$ cat config.mk
export PLATFORM = sky130hd
export DESIGN_NAME = i2s_sample_transmitter
export DESIGN_NICKNAME = d
export VERILOG_FILES = /design/src/rtl/audio_pkg.sv /design/src/rtl/i2s_bclk_gen.sv /design/src/rtl/i2s_sample_transmitter.sv
export SDC_FILE = /design/constraint.sdc
export NUM_CORES = 1
export LEC_CHECK = 0
export ABC_AREA = 1
export BUFFER_PORTS_ARGS = -buffer_cell sky130_fd_sc_hd__buf_2
export CAP_MARGIN = 20
export CORE_UTILIZATION = 40
export CTS_CLUSTER_DIAMETER = 50
export DETAILED_ROUTE_END_ITERATION = 7
export GPL_TIMING_DRIVEN = 1
export PLACE_DENSITY = 0.7
export SETUP_SLACK_MARGIN = 0.15
export SLEW_MARGIN = 0
export SYNTH_ARGS = -nofsm -noshare
export SYNTH_HDL_FRONTEND = slang
export SYNTH_SLANG_ARGS = --single-unit
$ cat constraint.sdc
create_clock -name i_clk -period 1.7 [get_ports i_clk]
set_input_delay 0.34 -clock i_clk [delete_from_list [all_inputs] [get_ports i_clk]]
set_output_delay 0.34 -clock i_clk [all_outputs]
set_load 0.005 [all_outputs]
$ cat src/rtl/audio_pkg.sv
// Shared audio types and helpers: I2S framing constants and sample-to-slot conversion.
// Latency: none (constants and a pure function).
// Backpressure: not applicable.
package audio_pkg;

   localparam int         I2S_SLOT_WIDTH  = 16;
   localparam int         I2S_FRAME_BITS  = 32;
   localparam logic [8:0] SAMPLE_MIDPOINT = 9'h100;

   // Offset-binary 9-bit sample to a 16-bit signed, left-justified slot word.
   // Flipping the MSB re-centres the midpoint on zero; the low 7 bits pad to 16.
   function automatic logic [I2S_SLOT_WIDTH-1:0] to_i2s_word(input logic [8:0] sample);
      return {~sample[8], sample[7:0], 7'b0000000};
   endfunction

endpackage

$ cat src/rtl/i2s_bclk_gen.sv
// Bit-clock generator: divides i_clk by 2*CLK_DIV and flags the edges it is about to make.
// Latency: o_rise/o_fall are high in the cycle before o_bclk changes level.
// Backpressure: none; free-running from reset release.
module i2s_bclk_gen #(
   parameter int CLK_DIV = 8
) (
   input  logic i_clk,
   input  logic i_reset,
   output logic o_bclk,
   output logic o_rise,
   output logic o_fall
);

   localparam int DIV_W = $clog2(CLK_DIV);

   logic [DIV_W-1:0] r_div;
   logic             r_bclk;
   logic             w_wrap;

   assign w_wrap = (r_div == DIV_W'(CLK_DIV - 1));

   // Half-period counter; bclk flips every time the counter wraps.
   always_ff @(posedge i_clk or posedge i_reset) begin
      if (i_reset) begin
         r_div  <= '0;
         r_bclk <= 1'b0;
      end else if (w_wrap) begin
         r_div  <= '0;
         r_bclk <= ~r_bclk;
      end else begin
         r_div  <= r_div + 1'b1;
      end
   end

   assign o_bclk = r_bclk;
   assign o_rise = w_wrap & ~r_bclk;
   assign o_fall = w_wrap &  r_bclk;

endmodule

$ cat src/rtl/i2s_sample_transmitter.sv
// I2S transmitter: one-entry sample buffer feeding a 16-bit left-justified word, same in both slots.
// Latency: sample held before a frame start has its MSB on o_sdata 2*CLK_DIV cycles after that start.
// Backpressure: o_sample_ready low while the holding register is full; it drains once per frame.
module i2s_sample_transmitter
   import audio_pkg::*;
#(
   parameter int CLK_DIV      = 8,
   parameter int SAMPLE_WIDTH = 9
) (
   input  logic                    i_clk,
   input  logic                    i_reset,
   input  logic [SAMPLE_WIDTH-1:0] i_sample,
   input  logic                    i_sample_valid,
   output logic                    o_sample_ready,
   output logic                    o_bclk,
   output logic                    o_lrclk,
   output logic                    o_sdata,
   output logic                    o_frame_pulse,
   output logic                    o_underrun
);

   localparam int CNT_W = $clog2(I2S_FRAME_BITS);

   logic                      w_rise;
   logic                      w_fall;
   logic                      w_frame_start;
   logic [CNT_W-1:0]          w_next_cnt;
   logic [3:0]                w_bit_idx;
   logic                      w_next_sdata;

   logic [CNT_W-1:0]          r_bit_cnt;
   logic                      r_hold_vld;
   logic [I2S_SLOT_WIDTH-1:0] r_hold_word;
   logic [I2S_SLOT_WIDTH-1:0] r_word;
   logic                      r_sdata;
   logic                      r_frame_pulse;
   logic                      r_underrun;

   i2s_bclk_gen #(
      .CLK_DIV (CLK_DIV)
   ) u_bclk_gen (
      .i_clk   (i_clk),
      .i_reset (i_reset),
      .o_bclk  (o_bclk),
      .o_rise  (w_rise),
      .o_fall  (w_fall)
   );

   // A frame begins on the falling bclk edge that wraps the bit counter to 0.
   assign w_frame_start = w_fall && (r_bit_cnt == CNT_W'(I2S_FRAME_BITS - 1));
   assign w_next_cnt    = r_bit_cnt + 1'b1;

   // Pick the word bit for the slot position about to be entered: MSB one bit after LRCLK moves.
   always_comb begin
      w_bit_idx    = 4'd0;
      w_next_sdata = 1'b0;
      if (w_next_cnt == '0) begin
         w_next_sdata = 1'b0;
      end else if (w_next_cnt <= CNT_W'(I2S_SLOT_WIDTH)) begin
         w_bit_idx    = 4'(6'd16 - {1'b0, w_next_cnt});
         w_next_sdata = r_word[w_bit_idx];
      end else begin
         w_bit_idx    = 4'(6'd32 - {1'b0, w_next_cnt});
         w_next_sdata = r_word[w_bit_idx];
      end
   end

   // Rise and fall can never coincide; bit timing relies on that.
   always_comb begin
      assert (!(w_rise && w_fall));
   end

   // Bit position and serial data advance together on bclk falling edges.
   always_ff @(posedge i_clk or posedge i_reset) begin
      if (i_reset) begin
         r_bit_cnt <= CNT_W'(I2S_FRAME_BITS - 1);
         r_sdata   <= 1'b0;
      end else if (w_fall) begin
         r_bit_cnt <= w_next_cnt;
         r_sdata   <= w_next_sdata;
      end
   end

   // Single-entry holding register: drained at frame start, refilled when empty.
   always_ff @(posedge i_clk or posedge i_reset) begin
      if (i_reset) begin
         r_hold_vld  <= 1'b0;
         r_hold_word <= '0;
      end else if (w_frame_start && r_hold_vld) begin
         r_hold_vld  <= 1'b0;
      end else if (i_sample_valid && !r_hold_vld) begin
         r_hold_vld  <= 1'b1;
         r_hold_word <= to_i2s_word(i_sample);
      end
   end

   // Frame word: takes the held sample at frame start, otherwise the last word repeats.
   always_ff @(posedge i_clk or posedge i_reset) begin
      if (i_reset) begin
         r_word <= to_i2s_word(SAMPLE_MIDPOINT);
      end else if (w_frame_start && r_hold_vld) begin
         r_word <= r_hold_word;
      end
   end

   // Per-frame strobes, visible in the same cycle the new frame word is in place.
   always_ff @(posedge i_clk or posedge i_reset) begin
      if (i_reset) begin
         r_frame_pulse <= 1'b0;
         r_underrun    <= 1'b0;
      end else begin
         r_frame_pulse <= w_frame_start;
         r_underrun    <= w_frame_start && !r_hold_vld;
      end
   end

   assign o_sample_ready = ~r_hold_vld;
   assign o_lrclk        = r_bit_cnt[CNT_W-1];
   assign o_sdata        = r_sdata;
   assign o_frame_pulse  = r_frame_pulse;
   assign o_underrun     = r_underrun;

endmodule

[Word-level counts from Yosys, hierarchy flattened]
Index checks and enable logic that the tools add are counted.
W data, S select, Z words.
Storage, ports and cells
  output and inout port bits: 6
  word-level logic and storage cells: 40
  input bits: 12
  register bits after elaboration: 31
Operators by class
  reduce and logical (&&, ||, !) cells: 8
  $lt $le $gt $ge: 3
  equal/unequal tests: 2
  add/sub/neg operators: 4
  multiplexer cells: 9
  bitwise logic cells: 5
Operator list (number)
  $lt A4 B5 Y1 const B: 2
  $bmux W1 S4: 2
  $sub A1 B4 Y4 const A: 2
  $mux W1: 6
  $add A5 B1 Y5 const B: 1
  $eq A5 B5 Y1 const B: 1
  $le A5 B5 Y1 const B: 1
  $logic_not A5 Y1: 1
  $logic_and A1 B1 Y1: 4
  $not A1 Y1: 4
  $add A3 B1 Y3 const B: 1
  $eq A3 B3 Y1 const B: 1
  $mux W3: 1
  $reduce_and A2 Y1: 1
  $reduce_bool A2 Y1: 1
  $and A1 B1 Y1: 1
  $logic_not A1 Y1: 1

[Depth between registers and ports, before layout]
  word-level depth: 6
  gate-level depth with buffers: 11
  depth with buffers taken out: 11

[Cells and area by module]
A second synthesis with hierarchy kept.
Second synthesis, totals
  cell total of the unflattened synthesis: 147
  area total of the unflattened synthesis: 1485.2 um2
Modules (own cells, without submodules)
  i2s_sample_transmitter: area an instance 1322.5 um2, cells each 131, sequential area each 681.9 um2, instances 1
  i2s_bclk_gen: area an instance 162.7 um2, cells each 16, sequential area each 100.1 um2, instances 1

[Worst setup path before layout]
Ideal clock, no wire load.
  kind: register to register
  start: register r_bit_cnt[1]
  end: register r_word[10]
  setup slack: -0.094 ns
  stages on the path, launching flop included: 10
  setup time: 0.125 ns
  period minus slack after synthesis: 1.794 ns
  data required time: 1.575 ns
  buffers on the path: 1
  arrival: 1.669 ns
  path through: dfstp_2 ha_1 nand2_1 nor2_1 ha_1 inv_1 nor2_4 nand2_2 buf_6 mux2_4
Between the ends
  longest elaborated chain between the ends: 3
RTL lines
  start: declaration: line i2s_sample_transmitter.sv:31  | logic [CNT_W-1:0] r_bit_cnt;
  start signal: assignment: line i2s_sample_transmitter.sv:76  | r_bit_cnt <= CNT_W'(I2S_FRAME_BITS - 1);
  start signal: assignment: line i2s_sample_transmitter.sv:79  | r_bit_cnt <= w_next_cnt;
  $eq A5 B5 Y1: line i2s_sample_transmitter.sv:50  | assign w_frame_start = w_fall && (r_bit_cnt == CNT_W'(I2S_FRAME_BITS - 1));
  $logic_and A1 B1 Y1: line i2s_sample_transmitter.sv:50
  net w_frame_start: line i2s_sample_transmitter.sv:26  | logic w_frame_start;
  $logic_and A1 B1 Y1: line i2s_sample_transmitter.sv:101  | end else if (w_frame_start && r_hold_vld) begin
  end signal: assignment: line i2s_sample_transmitter.sv:100  | r_word <= to_i2s_word(SAMPLE_MIDPOINT);
  end signal: assignment: line i2s_sample_transmitter.sv:102  | r_word <= r_hold_word;
  end: declaration: line i2s_sample_transmitter.sv:34  | logic [I2S_SLOT_WIDTH-1:0] r_word;
The timed path passes the listed nets, and every way through them passes these cells.
A chain may end at the register's enable or synchronous reset.

[Worst setup path in the final report]
  start: register r_bit_cnt[1]
  end: register r_word[9]
Same word-level chain as after synthesis.

==> flow_metrics.env <==
export IMPL_cts_tree="yes"
export IMPL_grtUsageMet1_pct=18.5
export IMPL_fmax_mhz=561
export IMPL_fin_area_mm2=0.00178
export IMPL_skew_ns=0.00835
export IMPL_cp_arrival_ns=2.01
export IMPL_required_ns=1.92
export IMPL_clock_path_buffers=2
export IMPL_ys_warn_count=0
export IMPL_clk_latency_ns=0.34
export IMPL_syn2layout_area_growth_pct=24.9
export IMPL_dpl_hpwl_mm=1.87
export IMPL_yosysMostFrequentCell="nand2_1"
export IMPL_vias=1013
export IMPL_ys_dominant_reg_cell="dfrtp_1"
export IMPL_grt_pass1_vias=987
export IMPL_diodes=0
export IMPL_wl_per_cell_um=11.9
export IMPL_worstHoldPathType="in -> async"
export IMPL_vdd_drop_max_uv=416
export IMPL_multiInputGateArea_um2=622
export IMPL_crit_fanout=5
export IMPL_timing_final_crit_share_pct=105
export IMPL_syn_num_nets=154
export IMPL_crit_type="reg -> reg"
export IMPL_final_hold_viol_count=0
export IMPL_min_period_ns=1.78
export IMPL_path_buf_inv=1
export IMPL_critPathMaxStageDelay_ns=0.57
export IMPL_power_density_mw_per_mm2=709
export IMPL_first_pass_iters=4
export IMPL_htreeDepth=2
export IMPL_gp_congestion=0.804
export IMPL_routed_via_density=4.67
export IMPL_fin_util_pct=52.9
export IMPL_hold_buffers=0
export IMPL_placed_area_mm2=0.00164
export IMPL_setup_viol=7
export IMPL_grt_pass1_wl_mm=4.20
export IMPL_yosysSeqAreaShare_pct=54.9
export IMPL_cts_sinks=31
export IMPL_grt_max_degree=20
export IMPL_worst_slew_pin_slew_ns=0.522
export IMPL_postRouteAntennaNets=0
export IMPL_status="finished with violations"
export IMPL_path_clk_slew_ns=0.09
export IMPL_synth_enable_flop_cells=0
export IMPL_rsz0062_at_grt="yes"
export IMPL_grt_met3_usage_pct=6.93
export IMPL_finalNetCount=187
export IMPL_clk_root_buffer_cell="clkbuf_4"
export IMPL_fin_cells=217
export IMPL_drv_slew=0
export IMPL_postSynthCellCount=137
export IMPL_crit_path_cell_trace="ha_4 > nand2_2 > nor2_2 > ha_2 > inv_2 > nor2_4 > nand2_4 > mux2_4"
export IMPL_dieArea_mm2=0.00380
export IMPL_synth_area_leaders="dfrtp_1 (46%), dfstp_2 (9.2%), nand2_1 (8.2%), mux2_2 (6.3%), mux2_4 (6.3%)"
export IMPL_yosysTopAreaCell="dfrtp_1"
export IMPL_layout_setup_ws_ns=-0.0816
export IMPL_antenna_found_initial=0
export IMPL_grt_total_usage_pct=16.4
export IMPL_routed_wl_mm=2.58
export IMPL_endpoint_kind="register"
export IMPL_cap_violations=0
export IMPL_hold_slack_ns=0.0222
export IMPL_worst_setup_path_start_kind="register"
export IMPL_grt_overflow=0
export IMPL_synthesis_area_mm2=0.00142
export IMPL_ys_types=20
export IMPL_cts_buffers=5
export IMPL_port_buffers=17
export IMPL_cp_slowest_cell="dfstp_2"
export IMPL_p_leak_nw=0.951
export IMPL_ios=18
export IMPL_tns_ns=-0.477
export IMPL_placed_cells=206
export IMPL_maxSlewHeadroom_pct=65.1
export IMPL_die_height_um=61.7
export IMPL_cp_top_family="flip-flops"
export IMPL_grt_util_met2_pct=27.0
export IMPL_rows=21
export IMPL_synth_common_cells="nand2_1 (31), dfrtp_1 (26), inv_1 (13)"
export IMPL_drcViolationCount=0
export IMPL_core_mm2=0.00336
export IMPL_die_x_um=61.7
export IMPL_yosysTopAreaCellShare_pct=45.7
export IMPL_violations="negative setup slack"
export IMPL_postSynth_asyncResetShare_pct=100
export IMPL_drive_gt1_share_pct=40.9
export IMPL_syn_area_per_cell_um2=10.4
export IMPL_start_util_pct=42.3
export IMPL_fill_cells=331
export IMPL_grt_busiest_layer="met2"
export IMPL_ys_seq_elements=31
export IMPL_drtIter0Drc=36
export IMPL_regArea_um2=782
metal layers:
| layer | wire length [um] | up-vias | share of wire (%) |
|---|---|---|---|
| met5 | 0 | - | 0 |
| li1 | - | 514 | - |
| met2 | 1320 | 23 | 51 |
| met4 | 48 | 0 | 1.9 |
| met1 | 1100 | 469 | 43 |
| met3 | 117 | 7 | 4.5 |
report_power, final:
part / internal, mW / switching [mW]
clock: 0.243 / 0.248
combinational: 0.0135 / 0.0178
sequential: 0.737 / 0
sequential cells by signal, summed over array words and instances, names as in the netlist:
signal,count
o_frame_pulse,1
o_sdata,1
o_underrun,1
r_bit_cnt,5
r_hold_vld,1
r_hold_word,9
r_word,9
u_bclk_gen.o_bclk,1
u_bclk_gen.r_div,3
final cells by class:
| type | count | share of cell area, % |
|---|---|---|
| Inverter | 14 | 2.96 |
| Clock buffer | 8 | 3.87 |
| Multi-Input combinational cell | 89 | 35.0 |
| Tap cell | 46 | 3.24 |
| Timing Repair Buffer | 29 | 11.0 |
| Sequential cell | 31 | 44.0 |
cell families after synthesis:
group                    after synthesis  synth area share, %
buffers and inverters                 18                 5.71
AO/OA/AOI/OAI                         11                 3.87
XOR/XNOR                               2                 1.23
adder cells (fa/ha/maj)                5                 4.39
multiplexers                          14                 12.7
AND/OR/NAND/NOR                       56                 17.2
flip-flops                            31                 54.9
placed cells by master (no fill, tap or decap), types with 5 or more instances in the layout:
cell      Yosys  layout
nand2_1      31      29
dfrtp_1      26      26
buf_2         2      17
inv_1        13      12
nand3_1       9       9
buf_4         1       9
mux2_2        8       8
o21ai_0       8       6
nor2_1        8       6
mux2_4        6       6
clkbuf_4      0       5
dfstp_2       5       5
final timing paths:
path | from | end | slack, ns | cells past startpoint
worst max-delay path | r_bit_cnt[1] | r_word[9] | -0.08 | 8
worst min-delay path | i_reset | u_bclk_gen.r_div[0] | 0.02 | 2
worst max register to register | r_bit_cnt[1] | r_word[9] | -0.08 | 8
worst min register to register | u_bclk_gen.r_div[0] | u_bclk_gen.r_div[0] | 0.44 | 1
max in group asynchronous | i_reset | r_word[14] | 1.20 | 3
min in group i_clk | i_sample[8] | r_hold_word[15] | 0.19 | 2
worst register-to-register path, cell delays in order (launching register included):
cell and delay [ns]:
dfstp_2 0.57, ha_4 0.14, nand2_2 0.06, nor2_2 0.09
ha_2 0.18, inv_2 0.05, nor2_4 0.17, nand2_4 0.11
mux2_4 0.31
through the flow:
| stage | total power [mW] | setup WS (ns) |
|---|---|---|
| 5_1_grt | 1.31 | -0.147 |
| 2_1_floorplan | 0.762 | -0.0456 |
| 3_5_place_dp | 0.784 | -0.0890 |
| 4_1_cts | 1.27 | -0.0332 |
| 6_report | 1.26 | -0.0816 |
| 3_3_place_gp | 0.783 | -0.0370 |
timing repair:
action,in CTS,in global routing
pin swaps,0,2
resized for setup,4,10
setup buffers,0,2
gates cloned,0,1
endpoints found under the setup margin,10,12
(Power assumes the default switching activity.)
